$ cat src/rtl/reg_writeback_arbiter_pkg.sv
`default_nettype none
// ============================================================================
//  Module      : reg_writeback_arbiter_pkg
//  Description : Shared types and constants for the integer register-file
//                write-back arbiter. Holds the register-file geometry, the
//                buffered write request record, the arbiter FSM encoding and
//                a one-hot helper used when building the pending-write mask.
//  Revision    : 1.0  - initial release
// ============================================================================
package reg_writeback_arbiter_pkg;

    // Register file geometry: 32 architectural registers, 32-bit datapath.
    localparam int REG_ADDR_W = 5;
    localparam int XLEN       = 32;
    localparam int NUM_REGS   = 1 << REG_ADDR_W;

    // One buffered write to the register file.
    typedef struct packed {
        logic [REG_ADDR_W-1:0] waddr;
        logic [XLEN-1:0]       wdata;
    } wb_req_t;

    // Arbiter states. NORMAL lets the ALU win; DRAIN is a single forced
    // cycle in which the load/store buffer owns the write port.
    typedef enum logic [0:0] {
        WB_NORMAL = 1'b0,
        WB_DRAIN  = 1'b1
    } wb_state_e;

    // One-hot decode of a register address. x0 is hard-wired to zero and
    // never counts as a pending destination, so its bit is always cleared.
    function automatic logic [NUM_REGS-1:0] reg_onehot(input logic [REG_ADDR_W-1:0] addr);
        logic [NUM_REGS-1:0] v;
        v       = '0;
        v[addr] = 1'b1;
        v[0]    = 1'b0;
        return v;
    endfunction

endpackage : reg_writeback_arbiter_pkg
`default_nettype wire

$ cat src/rtl/reg_writeback_arbiter_fifo.sv
`default_nettype none
// ============================================================================
//  Module      : wb_fifo
//  Description : Synchronous circular FIFO for long-latency load/store write
//                requests. Power-of-two depth, so read/write pointers wrap
//                naturally. Exports each slot's destination address and a
//                per-slot occupancy flag so the parent can build a
//                pending-write mask without walking the queue.
//  Ports       : clk_i          - clock, rising edge
//                rst_i          - asynchronous reset, active low
//                push_i         - enqueue request (ignored when full)
//                push_waddr_i   - destination register of pushed entry
//                push_wdata_i   - data of pushed entry
//                pop_i          - dequeue head (ignored when empty)
//                head_waddr_o   - destination register at the head
//                head_wdata_o   - data at the head
//                count_o        - number of occupied slots (0..DEPTH)
//                entry_addr_o   - flattened per-slot destination addresses
//                entry_valid_o  - per-slot occupancy flags
//  Revision    : 1.0  - initial release
// ============================================================================
module wb_fifo
    import reg_writeback_arbiter_pkg::*;
#(
    parameter int DEPTH = 4
) (
    input  logic                                  clk_i,
    input  logic                                  rst_i,
    input  logic                                  push_i,
    input  logic [REG_ADDR_W-1:0]                 push_waddr_i,
    input  logic [XLEN-1:0]                       push_wdata_i,
    input  logic                                  pop_i,
    output logic [REG_ADDR_W-1:0]                 head_waddr_o,
    output logic [XLEN-1:0]                       head_wdata_o,
    output logic [$clog2(DEPTH):0]                count_o,
    output logic [DEPTH*REG_ADDR_W-1:0]           entry_addr_o,
    output logic [DEPTH-1:0]                      entry_valid_o
);

    localparam int c_PTR_W = $clog2(DEPTH);
    localparam int c_CNT_W = c_PTR_W + 1;
    localparam logic [c_CNT_W-1:0] c_FULL = c_CNT_W'(DEPTH);

    wb_req_t              r_mem [DEPTH];
    logic [c_PTR_W-1:0]   r_wr_ptr;
    logic [c_PTR_W-1:0]   r_rd_ptr;
    logic [c_CNT_W-1:0]   r_count;

    logic                 w_do_push;
    logic                 w_do_pop;

    // Protect internal state against an out-of-contract push or pop.
    assign w_do_push = push_i && (r_count != c_FULL);
    assign w_do_pop  = pop_i  && (r_count != '0);

    always_ff @(posedge clk_i or negedge rst_i) begin
        if (!rst_i) begin
            r_wr_ptr <= '0;
            r_rd_ptr <= '0;
            r_count  <= '0;
            for (int i = 0; i < DEPTH; i++) begin
                r_mem[i] <= '0;
            end
        end else begin
            if (w_do_push) begin
                r_mem[r_wr_ptr] <= '{waddr: push_waddr_i, wdata: push_wdata_i};
                r_wr_ptr        <= r_wr_ptr + c_PTR_W'(1);
            end
            if (w_do_pop) begin
                r_rd_ptr <= r_rd_ptr + c_PTR_W'(1);
            end
            // Simultaneous push and pop leaves the occupancy unchanged.
            case ({w_do_push, w_do_pop})
                2'b10:   r_count <= r_count + c_CNT_W'(1);
                2'b01:   r_count <= r_count - c_CNT_W'(1);
                default: r_count <= r_count;
            endcase
        end
    end

    assign head_waddr_o = r_mem[r_rd_ptr].waddr;
    assign head_wdata_o = r_mem[r_rd_ptr].wdata;
    assign count_o      = r_count;

    // A slot is occupied when its distance from the read pointer (modulo
    // DEPTH, which the pointer width provides for free) is below count.
    generate
        for (genvar g = 0; g < DEPTH; g++) begin : g_entry
            logic [c_PTR_W-1:0] w_offset;
            assign w_offset         = c_PTR_W'(g) - r_rd_ptr;
            assign entry_valid_o[g] = ({1'b0, w_offset} < r_count);
            assign entry_addr_o[g*REG_ADDR_W +: REG_ADDR_W] = r_mem[g].waddr;
        end
    endgenerate

endmodule : wb_fifo
`default_nettype wire

$ cat src/rtl/reg_writeback_arbiter.sv
`default_nettype none
// ============================================================================
//  Module      : reg_writeback_arbiter
//  Description : Writer side of the 2R/1W integer register file. Arbitrates
//                the single write port between the single-cycle ALU result
//                path and the buffered load/store result path. The ALU wins
//                by default; after STARVE_MAX consecutive ALU wins with the
//                buffer occupied, one cycle is forced to drain the buffer.
//                Writes to x0 are accepted and dropped.
//  Ports       : clk_i          - clock, rising edge
//                rst_i          - asynchronous reset, active low
//                alu_valid_i    - ALU result valid
//                alu_ready_o    - ALU result accepted this cycle
//                alu_waddr_i    - ALU destination register
//                alu_wdata_i    - ALU result
//                lsu_valid_i    - LSU result valid
//                lsu_ready_o    - buffer can accept an LSU result
//                lsu_waddr_i    - LSU destination register
//                lsu_wdata_i    - LSU result
//                wen_o          - register-file write enable (registered)
//                waddr_o        - register-file write address (registered)
//                wdata_o        - register-file write data (registered)
//                pending_mask_o - bit i set while a write to x i is buffered
//                                 or sitting in the output stage
//  Revision    : 1.0  - initial release
// ============================================================================
module reg_writeback_arbiter
    import reg_writeback_arbiter_pkg::*;
#(
    parameter int FIFO_DEPTH = 4,
    parameter int STARVE_MAX = 4
) (
    input  logic        clk_i,
    input  logic        rst_i,
    input  logic        alu_valid_i,
    output logic        alu_ready_o,
    input  logic [4:0]  alu_waddr_i,
    input  logic [31:0] alu_wdata_i,
    input  logic        lsu_valid_i,
    output logic        lsu_ready_o,
    input  logic [4:0]  lsu_waddr_i,
    input  logic [31:0] lsu_wdata_i,
    output logic        wen_o,
    output logic [4:0]  waddr_o,
    output logic [31:0] wdata_o,
    output logic [31:0] pending_mask_o
);

    localparam int c_CNT_W    = $clog2(FIFO_DEPTH) + 1;
    localparam int c_STARVE_W = $clog2(STARVE_MAX + 1);
    localparam logic [c_CNT_W-1:0]    c_FIFO_FULL  = c_CNT_W'(FIFO_DEPTH);
    localparam logic [c_STARVE_W-1:0] c_STARVE_MAX = c_STARVE_W'(STARVE_MAX);

    // ------------------------------------------------------------------------
    // Internal signals
    // ------------------------------------------------------------------------
    wb_state_e                          r_state;
    wb_state_e                          w_state_nxt;
    logic [c_STARVE_W-1:0]              r_starve_cnt;
    logic [c_STARVE_W-1:0]              w_starve_inc;

    logic                               r_wen;
    logic [REG_ADDR_W-1:0]              r_waddr;
    logic [XLEN-1:0]                    r_wdata;

    logic                               w_alu_ready;
    logic                               w_alu_req;
    logic                               w_alu_win;
    logic                               w_lsu_ready;
    logic                               w_lsu_push;
    logic                               w_pop;

    logic [REG_ADDR_W-1:0]              w_head_waddr;
    logic [XLEN-1:0]                    w_head_wdata;
    logic [c_CNT_W-1:0]                 w_count;
    logic                               w_fifo_empty;
    logic [FIFO_DEPTH*REG_ADDR_W-1:0]   w_entry_addr;
    logic [FIFO_DEPTH-1:0]              w_entry_valid;
    logic [NUM_REGS-1:0]                w_mask;

    // ------------------------------------------------------------------------
    // LSU result buffer
    // ------------------------------------------------------------------------
    wb_fifo #(
        .DEPTH (FIFO_DEPTH)
    ) u_wb_fifo (
        .clk_i         (clk_i),
        .rst_i         (rst_i),
        .push_i        (w_lsu_push),
        .push_waddr_i  (lsu_waddr_i),
        .push_wdata_i  (lsu_wdata_i),
        .pop_i         (w_pop),
        .head_waddr_o  (w_head_waddr),
        .head_wdata_o  (w_head_wdata),
        .count_o       (w_count),
        .entry_addr_o  (w_entry_addr),
        .entry_valid_o (w_entry_valid)
    );

    assign w_fifo_empty = (w_count == '0);

    // Ready depends on occupancy alone; a pop in the same cycle does not
    // free a slot until the next cycle. Keeps the path short.
    assign w_lsu_ready  = (w_count != c_FIFO_FULL);

    // x0 results are handshaken but never buffered.
    assign w_lsu_push   = lsu_valid_i && w_lsu_ready && (lsu_waddr_i != '0);

    // An ALU result only competes for the port if it actually writes.
    assign w_alu_req    = alu_valid_i && (alu_waddr_i != '0);

    assign w_starve_inc = r_starve_cnt + c_STARVE_W'(1);

    // ------------------------------------------------------------------------
    // FSM: state register
    // ------------------------------------------------------------------------
    always_ff @(posedge clk_i or negedge rst_i) begin
        if (!rst_i) begin
            r_state <= WB_NORMAL;
        end else begin
            r_state <= w_state_nxt;
        end
    end

    // ------------------------------------------------------------------------
    // FSM: next-state logic
    // ------------------------------------------------------------------------
    always_comb begin
        w_state_nxt = r_state;
        case (r_state)
            WB_NORMAL: begin
                // The win that brings the starvation count to its limit
                // schedules the forced drain for the following cycle. The
                // buffer cannot empty in between because the ALU owned
                // the port this cycle.
                if (w_alu_win && !w_fifo_empty && (w_starve_inc == c_STARVE_MAX)) begin
                    w_state_nxt = WB_DRAIN;
                end
            end
            WB_DRAIN: begin
                w_state_nxt = WB_NORMAL;
            end
            default: begin
                w_state_nxt = WB_NORMAL;
            end
        endcase
    end

    // ------------------------------------------------------------------------
    // FSM: output logic
    // ------------------------------------------------------------------------
    always_comb begin
        w_alu_ready = 1'b1;
        w_alu_win   = 1'b0;
        w_pop       = 1'b0;
        case (r_state)
            WB_NORMAL: begin
                w_alu_ready = 1'b1;
                w_alu_win   = w_alu_req;
                w_pop       = !w_alu_req && !w_fifo_empty;
            end
            WB_DRAIN: begin
                w_alu_ready = 1'b0;
                w_alu_win   = 1'b0;
                w_pop       = !w_fifo_empty;
            end
            default: begin
                w_alu_ready = 1'b1;
                w_alu_win   = 1'b0;
                w_pop       = 1'b0;
            end
        endcase
    end

    // ------------------------------------------------------------------------
    // Starvation counter: counts ALU wins taken while the buffer waits.
    // Any buffer pop, an empty buffer or the drain cycle restart it.
    // ------------------------------------------------------------------------
    always_ff @(posedge clk_i or negedge rst_i) begin
        if (!rst_i) begin
            r_starve_cnt <= '0;
        end else if ((r_state == WB_DRAIN) || w_fifo_empty || !w_alu_win) begin
            r_starve_cnt <= '0;
        end else begin
            r_starve_cnt <= w_starve_inc;
        end
    end

    // ------------------------------------------------------------------------
    // Registered write port. Address/data hold their last values when no
    // source wins so the register file sees no needless toggling.
    // ------------------------------------------------------------------------
    always_ff @(posedge clk_i or negedge rst_i) begin
        if (!rst_i) begin
            r_wen   <= 1'b0;
            r_waddr <= '0;
            r_wdata <= '0;
        end else begin
            r_wen <= w_alu_win || w_pop;
            if (w_alu_win) begin
                r_waddr <= alu_waddr_i;
                r_wdata <= alu_wdata_i;
            end else if (w_pop) begin
                r_waddr <= w_head_waddr;
                r_wdata <= w_head_wdata;
            end
        end
    end

    // ------------------------------------------------------------------------
    // Pending-write mask: every buffered destination plus the write in
    // flight. Duplicates simply OR together.
    // ------------------------------------------------------------------------
    always_comb begin
        w_mask = '0;
        for (int i = 0; i < FIFO_DEPTH; i++) begin
            if (w_entry_valid[i]) begin
                w_mask = w_mask | reg_onehot(w_entry_addr[i*REG_ADDR_W +: REG_ADDR_W]);
            end
        end
        if (r_wen) begin
            w_mask = w_mask | reg_onehot(r_waddr);
        end
    end

    // ------------------------------------------------------------------------
    // Outputs
    // ------------------------------------------------------------------------
    assign alu_ready_o    = w_alu_ready;
    assign lsu_ready_o    = w_lsu_ready;
    assign wen_o          = r_wen;
    assign waddr_o        = r_waddr;
    assign wdata_o        = r_wdata;
    assign pending_mask_o = w_mask;

endmodule : reg_writeback_arbiter
`default_nettype wire
$ cat config.mk
export PLATFORM = sky130hd
export DESIGN_NAME = reg_writeback_arbiter
export DESIGN_NICKNAME = d
export VERILOG_FILES = /design/src/rtl/reg_writeback_arbiter_pkg.sv /design/src/rtl/reg_writeback_arbiter_fifo.sv /design/src/rtl/reg_writeback_arbiter.sv
export SDC_FILE = /design/constraint.sdc
export NUM_CORES = 1
export LEC_CHECK = 0
export BUFFER_PORTS_ARGS = -buffer_cell sky130_fd_sc_hd__buf_2
export CORE_ASPECT_RATIO = 0.75
export CORE_MARGIN = 5
export CORE_UTILIZATION = 40
export CTS_CLUSTER_SIZE = 28
export DETAILED_ROUTE_END_ITERATION = 7
export PLACE_DENSITY = 0.7
export SYNTH_ARGS = -nofsm -noshare
export SYNTH_HDL_FRONTEND = slang
export SYNTH_SLANG_ARGS = --single-unit
$ cat constraint.sdc
create_clock -name clk_i -period 4.1 [get_ports clk_i]
set_input_delay 1.23 -clock clk_i [delete_from_list [all_inputs] [get_ports clk_i]]
set_output_delay 1.23 -clock clk_i [all_outputs]
set_load 0.02 [all_outputs]
After elaboration in Yosys (flattened, before gate mapping)
Index checks and enable logic that the tools add are counted.
- add/sub/neg operators: 9
- magnitude comparators: 17
- equality and inequality tests: 4
- multiplexer cells: 32
- bitwise gates (word level): 7
- reductions and logical operators: 26
- operators by type and width (cell ; number):
    2-to-1 mux 32 bit ; 7
    bitwise mux 148 bit ; 1
    OR 32 bit ; 4
    2-to-1 mux 37 bit ; 3
    binary-select mux 37 bit (select 2 bit) ; 1
    demux 37 bit (select 2 bit) ; 1
    less-than comparator 5 x 6 -> 1 bit, second input constant ; 5
    demux 1 bit (select 5 bit) ; 5
    greater-or-equal comparator 5 x 1 -> 1 bit, second input constant ; 5
    logical AND 1 bit ; 14
    less-than comparator 2 x 3 -> 1 bit ; 4
    2-to-1 mux 5 bit ; 2
    nonzero test 5 bit ; 2
    case mux 1 bit (2 select lines) ; 4
    adder 3 x 1 -> 3 bit, second input constant ; 2
    greater-or-equal comparator 3 bit, second input constant ; 2
    2-to-1 mux 1 bit ; 6
    NOT 2 -> 3 bit ; 2
    case mux 3 bit (2 select lines) ; 1
    adder 2 x 1 -> 2 bit, second input constant ; 2
    nonzero test 2 bit ; 2
    subtractor 1 x 2 -> 2 bit, first input constant ; 2
    subtractor 2 bit, first input constant ; 2
    equality test 3 bit, second input constant ; 1
    other kinds (11) ; 15
- register bits: 197
- bits of input ports: 78
- output and inout bits: 72
- word-level logic and storage cells: 111

Depth between registers and ports, before layout
Gate-level depths: netlist of the first run.
- depth in word-level cells: 13
- gate-level depth with buffers: 11
- gate-level depth less buffers: 9

By module
From an unflattened synthesis of the first run, not the netlist that was laid out.
- cells, all modules: 792
- area, all modules: 10536.4 µm²
- modules (own cells, without submodules) (module ; instances ; cells an instance ; area an instance (µm²) ; sequential area each (µm²)):
    wb_fifo ; 1 ; 432 ; 7099.3 ; 3878.7
    reg_writeback_arbiter ; 1 ; 360 ; 3437.0 ; 1051.0

Worst setup path before layout of the first run
No wires, ideal clock.
- path kind: register to output
- start: register u_wb_fifo.r_rd_ptr[0]
- end: output port pending_mask_o[2]
- arrival time: 2.661 ns
- required time: 2.870 ns
- setup slack: 0.209 ns
- cell stages (with the launch flop): 11
- path buffers: 4
- cell sequence: dfrtp_1 -> buf_2 -> buf_2 -> buf_4 -> xor2_1 -> ha_1 -> nor2b_1 -> a211oi_2 -> clkbuf_1 -> nand2_1 -> o211ai_1
- longest elaborated chain between the ends: 11
- elaborated cells between the ends (all ways): 17
- those cells by class: add/sub (4); order compare (4); mux (5); bitwise (4)
- ends and longest elaborated chain (element ; line ; RTL):
    from (decl) ; reg_writeback_arbiter_fifo.sv:46 ; logic [c_PTR_W-1:0] r_rd_ptr;
    from (signal assigned) ; reg_writeback_arbiter_fifo.sv:70 ; r_rd_ptr <= r_rd_ptr + c_PTR_W'(1);
    subtractor 1 x 2 -> 2 bit ; reg_writeback_arbiter_fifo.sv:90 ; assign w_offset = c_PTR_W'(g) - r_rd_ptr;
    less-than comparator 2 x 3 -> 1 bit ; reg_writeback_arbiter_fifo.sv:91 ; assign entry_valid_o[g] = ({1'b0, w_offset} < r_count);
    2-to-1 mux 32 bit ; reg_writeback_arbiter.sv:217 ; if (w_entry_valid[i]) begin
    OR 32 bit ; reg_writeback_arbiter.sv:218 ; w_mask = w_mask | reg_onehot(w_entry_addr[i*REG_ADDR_W +: REG_ADDR_W]);
    2-to-1 mux 32 bit ; reg_writeback_arbiter.sv:217 ;
    OR 32 bit ; reg_writeback_arbiter.sv:218 ;
    2-to-1 mux 32 bit ; reg_writeback_arbiter.sv:217 ;
    OR 32 bit ; reg_writeback_arbiter.sv:218 ;
    2-to-1 mux 32 bit (*) ; reg_writeback_arbiter.sv:217 ;
    OR 32 bit ; reg_writeback_arbiter.sv:222 ; w_mask = w_mask | reg_onehot(r_waddr);
    2-to-1 mux 32 bit (*) ; reg_writeback_arbiter.sv:221 ; if (r_wen) begin
    to (decl) ; reg_writeback_arbiter.sv:46 ; output logic [31:0] pending_mask_o
Mark *: on every way between the ends. The rest lies on a longest branch, timed or not.

Worst setup path after layout of the first run
- start: register u_wb_fifo.r_rd_ptr[0]
- end: output port pending_mask_o[15]
The elaborated chain is that of the path after synthesis.

==> load_flow_metrics.sql, run 1 <==
INSERT INTO impl_metrics (metric_group, metric, value, unit) VALUES
('placement', 'postPlaceCellArea', '0.0113', 'sq mm'),
('yosys', 'synthesis.instances', '922', ''),
('critical_path', 'worstSetupStartpointType', 'register', ''),
('floorplan', 'floorplan.initialDensity', '40.3', '%'),
('timing', 'rsz0062_at_grt', 'no', ''),
('detailed_routing', 'detail_route.wl_per_cell', '20.2', 'um'),
('detailed_routing', 'drt-initial-drc-count', '752', ''),
('timing', 'max_clock_freq', '253', 'MHz'),
('global_routing', 'global_route.usage.met3', '6.19', '%'),
('yosys', 'postSynthNetCount', '1012', ''),
('placement', 'cell_total_after_placement', '1360', ''),
('timing', 'number_of_pins_exceeding_their_max_slew_limit_in_the_final_report', '0', ''),
('yosys', 'yosysWarnings', '0', ''),
('clocking', 'holdBufCountCts', '0', ''),
('timing', 'finalSetupViolations', '0', ''),
('placement', 'gpl.final_weighted_congestion', '0.999', ''),
('global_routing', 'grt_max_degree', '90', ''),
('clocking', 'clk_transition_reported_paths', '0.08', 'ns'),
('floorplan', 'core_region_area', '0.0258', 'sq mm'),
('detailed_routing', 'final_antenna_net_count', '0', ''),
('yosys', 'count_of_flip_flops_with_a_built_in_enable_after_synthesis', '0', ''),
('floorplan', 'pin_count', '150', ''),
('yosys', 'syn_avg_cell_area', '11.3', 'sq um'),
('floorplan', 'fp.dieW', '196', 'um'),
('clocking', 'cts_num_sinks', '197', ''),
('detailed_routing', 'drt_pass1_iterations', '5', ''),
('timing', 'worst_pin_slew', '0.740', 'ns'),
('critical_path', 'worst-r2r-cell-count', '9', ''),
('power_and_ir_drop', 'power_density', '884', 'mW/mm^2'),
('yosys', 'synth_top_area_share', '47.4', '%'),
('critical_path', 'critical_path.max_stage_delay', '0.67', 'ns'),
('global_routing', 'grt_most_used_layer', 'met1', ''),
('placement', 'total_of_buffers_placed_on_input_and_output_ports', '148', ''),
('global_routing', 'grt_pass1_vias', '7728', ''),
('yosys', 'async_s_r_ff_share_synth', '100', '%'),
('clocking', 'clk_root_buffer_cell', 'sky130_fd_sc_hd__clkbuf_16', ''),
('floorplan', 'vertical_die_dimension', '150', 'um'),
('yosys', 'synth.top_cells.by_count', 'sky130_fd_sc_hd__dfrtp_1 (197), sky130_fd_sc_hd__mux2_1 (120), sky130_fd_sc_hd__nor2_1 (100)', ''),
('global_routing', 'global_route.usage.met1', '28.6', '%'),
('clocking', 'max-clock-path-buffers', '2', ''),
('critical_path', 'setup.worst_path.class', 'reg2out', ''),
('yosys', 'post_synth_main_area_contributors', 'sky130_fd_sc_hd__dfrtp_1 (47%), sky130_fd_sc_hd__mux2_1 (13%), sky130_fd_sc_hd__mux4_2 (8.0%)', ''),
('global_routing', 'grtUsageTotal', '19.2', '%'),
('timing', 'finalWorstPathRequiredPeriod', '3.95', 'ns'),
('yosys', 'post-synth-top-count-cell', 'sky130_fd_sc_hd__dfrtp_1', ''),
('critical_path', 'critPathCaptureType', 'output port', ''),
('yosys', 'synth_top_family_by_area', 'multiplexers', ''),
('timing', 'post-route-period-util', '96.3', '%'),
('critical_path', 'critPathSlowestCell', 'sky130_fd_sc_hd__a211oi_4', ''),
('yosys', 'yosys.area.top_type', 'sky130_fd_sc_hd__dfrtp_1', ''),
('detailed_routing', 'number_of_remaining_drc_errors', '0', ''),
('global_routing', 'grt_first_pass_wirelength', '43.9', 'mm'),
('yosys', 'synth_xor_area_share', '0.590', '%'),
('min_path', 'hp-class', 'reg2reg', ''),
('yosys', 'post_synth_and_or_nand_nor_area_fraction', '13.3', '%'),
('detailed_routing', 'viasPerCell', '5.59', ''),
('timing', 'totalNegativeSetupSlack', '0', 'ns'),
('yosys', 'synth_flop_cell', 'sky130_fd_sc_hd__dfrtp_1', ''),
('clocking', 'cts_buffer_count', '17', ''),
('critical_path', 'worst_ep_required_time', '2.87', 'ns'),
('yosys', 'muxShareOfSynthArea', '24.0', '%'),
('floorplan', 'floorplan.rows', '51', ''),
('flow_run', 'drv_cap', '0', ''),
('outcome', 'outcome', 'finished, final reports clean', ''),
('critical_path', 'worst_ep_arrival_time', '2.72', 'ns'),
('yosys', 'synth_compound_area_share', '8.71', '%'),
('floorplan', 'die_area', '0.0294', 'sq mm'),
('power_and_ir_drop', 'p_leak', '0.00522', 'uW'),
('clocking', 'h-tree-depth', '4', ''),
('global_routing', 'grtUsageMet2', '27.4', '%'),
('critical_path', 'crit_path_max_fanout', '16', '');
-- registers in the layout (all words and copies together) (netlist names) --
name and cells:
u_wb_fifo.r_wr_ptr 2, waddr_o 5, u_wb_fifo.count_o 3, u_wb_fifo.entry_addr_o 20, wdata_o 32, wen_o 1
u_wb_fifo.r_mem 128, r_starve_cnt 3, r_state 1, u_wb_fifo.r_rd_ptr 2
-- through the flow --
step / utilization, % / setup slack [ns] / hold slack (ns) / power [uW]
after detailed placement: 43.9 / 0.399 / 0.443 / 8830
after floorplan: - / 0.209 / 0.419 / 7330
after CTS: 46.4 / 0.00313 / 0.454 / 10600
after global routing: 46.4 / 0.00806 / 0.477 / 11200
final: 46.4 / 0.151 / 0.453 / 10600
after global placement: 43.9 / 0.401 / 0.437 / 8760
-- path summary, 6_finish.rpt --
| kind | startpoint | end | slack (ns) |
|---|---|---|---|
| max in group asynchronous | rst_i | wdata_o[10] | 2.44 |
| max | u_wb_fifo.r_rd_ptr[0] | pending_mask_o[15] | 0.15 |
| min in group asynchronous | rst_i | u_wb_fifo.r_mem[28] | 0.82 |
| min reg2reg | r_starve_cnt[0] | r_starve_cnt[0] | 0.45 |
| max reg2reg | u_wb_fifo.count_o[2] | u_wb_fifo.count_o[2] | 1.61 |
| min | r_starve_cnt[0] | r_starve_cnt[0] | 0.45 |
-- cell families (layout without fill, tap and decap cells) --
logic type	after synthesis	count (layout)
adder cells (fa/ha/maj)	12	12
XOR/XNOR	7	7
AND/OR/NAND/NOR	289	289
buffers and inverters	80	206
other	1	2
flip-flops	197	197
AO/OA/AOI/OAI	151	151
multiplexers	185	185
-- cells in the final DEF (no fill, tap or decap), types with 13 or more instances in the layout --
master / count
sky130_fd_sc_hd__a21oi_1: 98
sky130_fd_sc_hd__a22oi_1: 31
sky130_fd_sc_hd__buf_2: 147
sky130_fd_sc_hd__clkbuf_16: 17
sky130_fd_sc_hd__dfrtp_1: 195
sky130_fd_sc_hd__inv_1: 13
sky130_fd_sc_hd__mux2_1: 120
sky130_fd_sc_hd__mux2_2: 28
sky130_fd_sc_hd__mux4_2: 37
sky130_fd_sc_hd__nand2_1: 71
sky130_fd_sc_hd__nand2b_1: 19
sky130_fd_sc_hd__nand3_1: 33
sky130_fd_sc_hd__nor2_1: 100
sky130_fd_sc_hd__nor3_1: 25
-- cell type report --
cell class                      instances  area (sq um)  area share, %
Clock buffer                           17           425           3.55
Inverter                               13          48.8          0.408
Clock inverter                         15           200           1.67
Timing Repair Buffer                  161           888           7.42
Sequential cell                       197          4930           41.2
Tap cell                              344           430           3.59
Antenna cell                            1          2.50         0.0209
Multi-Input combinational cell        645          5050           42.1
-- what timing repair did --
| item | in CTS | in global routing |
|---|---|---|
| resized for setup | 2 | 1 |
| setup endpoints to repair | 13 | 31 |
| pin swaps | 0 | 1 |
-- critical path: cells and delay by family, from the launching register on --
family | cells | cell delay (ns)
buffers and inverters | 1 | 0.17
flip-flops | 1 | 0.43
adder cells (fa/ha/maj) | 1 | 0.26
AND/OR/NAND/NOR | 2 | 0.33
AO/OA/AOI/OAI | 2 | 0.88
XOR/XNOR | 1 | 0.20
-- layer usage --
layer | up-vias | wire length, um
met5 | - | 43
met4 | 6 | 296
met3 | 28 | 2490
met1 | 3908 | 13400
li1 | 3538 | -
met2 | 311 | 11900
-- where the power goes --
| group | internal [uW] | switching (uW) |
|---|---|---|
| registers | 2930 | 777 |
| clock network | 841 | 886 |
| logic | 2170 | 2980 |
(Power assumes the default switching activity.)
==> run 2: changes to the inputs <==
--- a/config.mk
+++ b/config.mk
@@ -6,12 +6,14 @@
 export NUM_CORES = 1
 export LEC_CHECK = 0
 export BUFFER_PORTS_ARGS = -buffer_cell sky130_fd_sc_hd__buf_2
+export CELL_PAD_IN_SITES_DETAIL_PLACEMENT = 1
+export CELL_PAD_IN_SITES_GLOBAL_PLACEMENT = 1
 export CORE_ASPECT_RATIO = 0.75
 export CORE_MARGIN = 5
 export CORE_UTILIZATION = 40
 export CTS_CLUSTER_SIZE = 28
 export DETAILED_ROUTE_END_ITERATION = 7
-export PLACE_DENSITY = 0.7
+export PLACE_DENSITY = 0.83
 export SYNTH_ARGS = -nofsm -noshare
 export SYNTH_HDL_FRONTEND = slang
 export SYNTH_SLANG_ARGS = --single-unit
==> run 2 against run 1 <==
Total power increased by 1.2%; critical path type unchanged; hold slack improved by 0.012 ns; critical path depth increased by 1.
==> load_flow_metrics.sql, run 2 (same netlist as run 1, synthesis figures left out) <==
INSERT INTO impl_metrics (metric_group, metric, value, unit) VALUES
('outcome', 'outcome', 'finished, final reports clean', ''),
('cells_and_area', 'finish.instance_area', '0.0119', 'sq mm'),
('detailed_routing', 'drt-initial-drc-count', '533', ''),
('cells_and_area', 'area_growth_syn_to_layout', '14.7', '%'),
('clocking', 'clkLatencyLatePin', '0.45', 'ns'),
('detailed_routing', 'final_antenna_net_count', '0', ''),
('critical_path', 'worstSetupStartpointType', 'register', ''),
('detailed_routing', 'routed-via-count', '7987', ''),
('min_path', 'worst_hold_startpoint', 'r_starve_cnt[0]', ''),
('placement', 'postPlaceCellArea', '0.0113', 'sq mm'),
('timing', 'totalNegativeSetupSlack', '0', 'ns'),
('cells_and_area', 'proportion_of_layout_cells_with_a_drive_suffix_above_1', '26.4', '%'),
('critical_path', 'r2r_setup_slack', '1.54', 'ns'),
('critical_path', 'worst_ep_required_time', '2.87', 'ns'),
('power_and_ir_drop', 'clkPwrFrac', '15.8', '%'),
('power_and_ir_drop', 'p_leak', '0.00521', 'uW'),
('floorplan', 'pin_count', '150', ''),
('clocking', 'max-clock-path-buffers', '2', ''),
('critical_path', 'crit-reg2reg-launch', 'u_wb_fifo.count_o[2]', ''),
('critical_path', 'setup.worst_path.class', 'reg2out', ''),
('global_routing', 'initial_antenna_violation_count', '4', ''),
('timing', 'worst_slew_margin_rel', '45.3', '%'),
('power_and_ir_drop', 'report.power.total', '10700', 'uW'),
('critical_path', 'worst-r2r-cell-count', '9', ''),
('detailed_routing', 'route.final.wire_length', '30.8', 'mm'),
('floorplan', 'die_area', '0.0294', 'sq mm'),
('power_and_ir_drop', 'share_of_power_burned_in_registers', '35.0', '%'),
('clocking', 'cts_buffer_count', '17', ''),
('clocking', 'h-tree-depth', '4', ''),
('placement', 'dpl_worst_slack', '0.562', 'ns'),
('global_routing', 'grt_first_pass_wirelength', '49.0', 'mm'),
('cells_and_area', 'final_nets', '1130', ''),
('power_and_ir_drop', 'pint', '6030', 'uW'),
('timing', 'setup_slack', '0.0828', 'ns'),
('detailed_routing', 'drt_pass1_iterations', '5', ''),
('placement', 'total_of_buffers_placed_on_input_and_output_ports', '148', ''),
('clocking', 'clk_root_buffer_cell', 'sky130_fd_sc_hd__clkbuf_16', ''),
('clocking', 'cts_num_sinks', '197', ''),
('global_routing', 'grt_max_degree', '92', ''),
('timing', 'post-route-period-util', '98.0', '%'),
('power_and_ir_drop', 'switching_share', '43.7', '%'),
('timing', 'finalSetupViolations', '0', ''),
('global_routing', 'overflow', '0', ''),
('power_and_ir_drop', 'vdd_drop_max', '345', 'uV'),
('timing', 'worst_pin_slew', '0.820', 'ns'),
('cells_and_area', 'fillerInstances', '2834', ''),
('floorplan', 'floorplan.rows', '51', ''),
('critical_path', 'critPathCaptureType', 'output port', ''),
('detailed_routing', 'number_of_remaining_drc_errors', '0', ''),
('floorplan', 'floorplan.initialDensity', '40.3', '%'),
('detailed_routing', 'viasPerCell', '5.72', ''),
('cells_and_area', 'layout.cells.most_common_list', 'sky130_fd_sc_hd__dfrtp_1 (195), sky130_fd_sc_hd__buf_2 (147), sky130_fd_sc_hd__mux2_1 (120)', ''),
('clocking', 'clk_transition_reported_paths', '0.07', 'ns'),
('critical_path', 'crit_path_max_fanout', '20', ''),
('power_and_ir_drop', 'power_switching', '4680', 'uW'),
('cells_and_area', 'max_flop_register', 'u_wb_fifo.r_mem', ''),
('timing', 'rsz0062_at_grt', 'no', ''),
('timing', 'finalWorstPathRequiredPeriod', '4.02', 'ns'),
('placement', 'dp.final_hpwl', '21.6', 'mm'),
('power_and_ir_drop', 'power_density', '898', 'mW/mm^2'),
('cells_and_area', 'mostFrequentLayoutCell', 'sky130_fd_sc_hd__dfrtp_1', ''),
('cells_and_area', 'finish.utilization', '46.3', '%'),
('floorplan', 'fp.dieW', '196', 'um'),
('placement', 'gpl.final_weighted_congestion', '0.961', ''),
('flow_run', 'drv_cap', '0', ''),
('floorplan', 'core_region_area', '0.0258', 'sq mm'),
('critical_path', 'worstReg2RegEnd', 'u_wb_fifo.count_o[2]', ''),
('cells_and_area', 'largest_register_ff_count', '128', ''),
('clocking', 'cts_setup_buffers', '0', ''),
('global_routing', 'grtUsageTotal', '21.3', '%'),
('timing', 'max_clock_freq', '249', 'MHz'),
('min_path', 'hp-class', 'reg2reg', ''),
('min_path', 'worst_hold_path.num_cells', '1', ''),
('detailed_routing', 'detail_route.wl_per_cell', '22.0', 'um'),
('timing', 'largest_clock_skew_in_the_final_design', '0.0168', 'ns'),
('global_routing', 'grt_pass1_vias', '8626', ''),
('timing', 'final-hold-violation-count', '0', ''),
('power_and_ir_drop', 'p_comb_share', '49.3', '%'),
('critical_path', 'worst_ep_arrival_time', '2.79', 'ns'),
('floorplan', 'vertical_die_dimension', '150', 'um'),
('timing', 'number_of_pins_exceeding_their_max_slew_limit_in_the_final_report', '0', ''),
('clocking', 'tritoncts_clock_tree', 'built', ''),
('min_path', 'hold_path_end', 'r_starve_cnt[0]', '');
==> run 2: how the worst max path moves through the flow <==
stage / cells past startpoint / startpoint / to
2_1_floorplan: 10 / u_wb_fifo.r_rd_ptr[0] / pending_mask_o[2]
3_3_place_gp: 10 / alu_waddr_i[1] / u_wb_fifo.count_o[2]
3_5_place_dp: 10 / alu_waddr_i[1] / u_wb_fifo.count_o[2]
4_1_cts: 8 / u_wb_fifo.r_rd_ptr[1] / pending_mask_o[4]
5_1_grt: 8 / u_wb_fifo.r_rd_ptr[1] / pending_mask_o[21]
6_report: 8 / u_wb_fifo.r_rd_ptr[1] / pending_mask_o[4]
==> run 2: timing repair <==
item / in CTS / in global routing
hold buffers: 0 / 0
hold endpoints to repair: 0 / 0
resized for setup: 0 / 2
endpoints found under the setup margin: 0 / 1
==> run 2: layout make-up <==
type	instances	area, sq um	area share (%)
Antenna cell	1	2.50	0.0210
Tap cell	344	430	3.61
Sequential cell	197	4930	41.3
Inverter	13	48.8	0.409
Timing Repair Buffer	166	897	7.52
Multi-Input combinational cell	645	5040	42.2
Clock buffer	19	433	3.63
Clock inverter	12	148	1.24
==> run 2: worst max-delay path, cell delays in order, from the launching register on <==
cell and delay [ns]:
sky130_fd_sc_hd__dfrtp_2 0.39, sky130_fd_sc_hd__buf_4 0.31, sky130_fd_sc_hd__inv_1 0.08, sky130_fd_sc_hd__ha_1 0.33, sky130_fd_sc_hd__nand2b_1 0.09, sky130_fd_sc_hd__o211a_1 0.44
sky130_fd_sc_hd__a21oi_1 0.36, sky130_fd_sc_hd__nand3_1 0.16, sky130_fd_sc_hd__buf_2 0.19
==> run 2: metrics by stage <==
step,instances,hold slack [ns]
after floorplan,922,0.419
after global placement,1365,0.435
after detailed placement,1365,0.465
after CTS,1396,0.475
after global routing,1396,0.484
final,1397,0.465
==> run 2: routing by layer <==
layer	track usage (%)	up-vias	share of wire, %
met4	3.84	8	0.92
met3	5.42	32	7.0
li1	-	3541	-
met1	30.2	4106	46
met5	0	-	0.14
met2	34.0	300	46
==> run 2: power by group through the flow <==
stage | clock network, uW | logic [uW] | registers (uW)
6_report | 1690 | 5270 | 3750
5_1_grt | 1800 | 5670 | 3880
4_1_cts | 1720 | 5260 | 3730
3_5_place_dp | 0 | 5220 | 3750
3_3_place_gp | 0 | 5040 | 3670
2_1_floorplan | 0 | 3770 | 3560
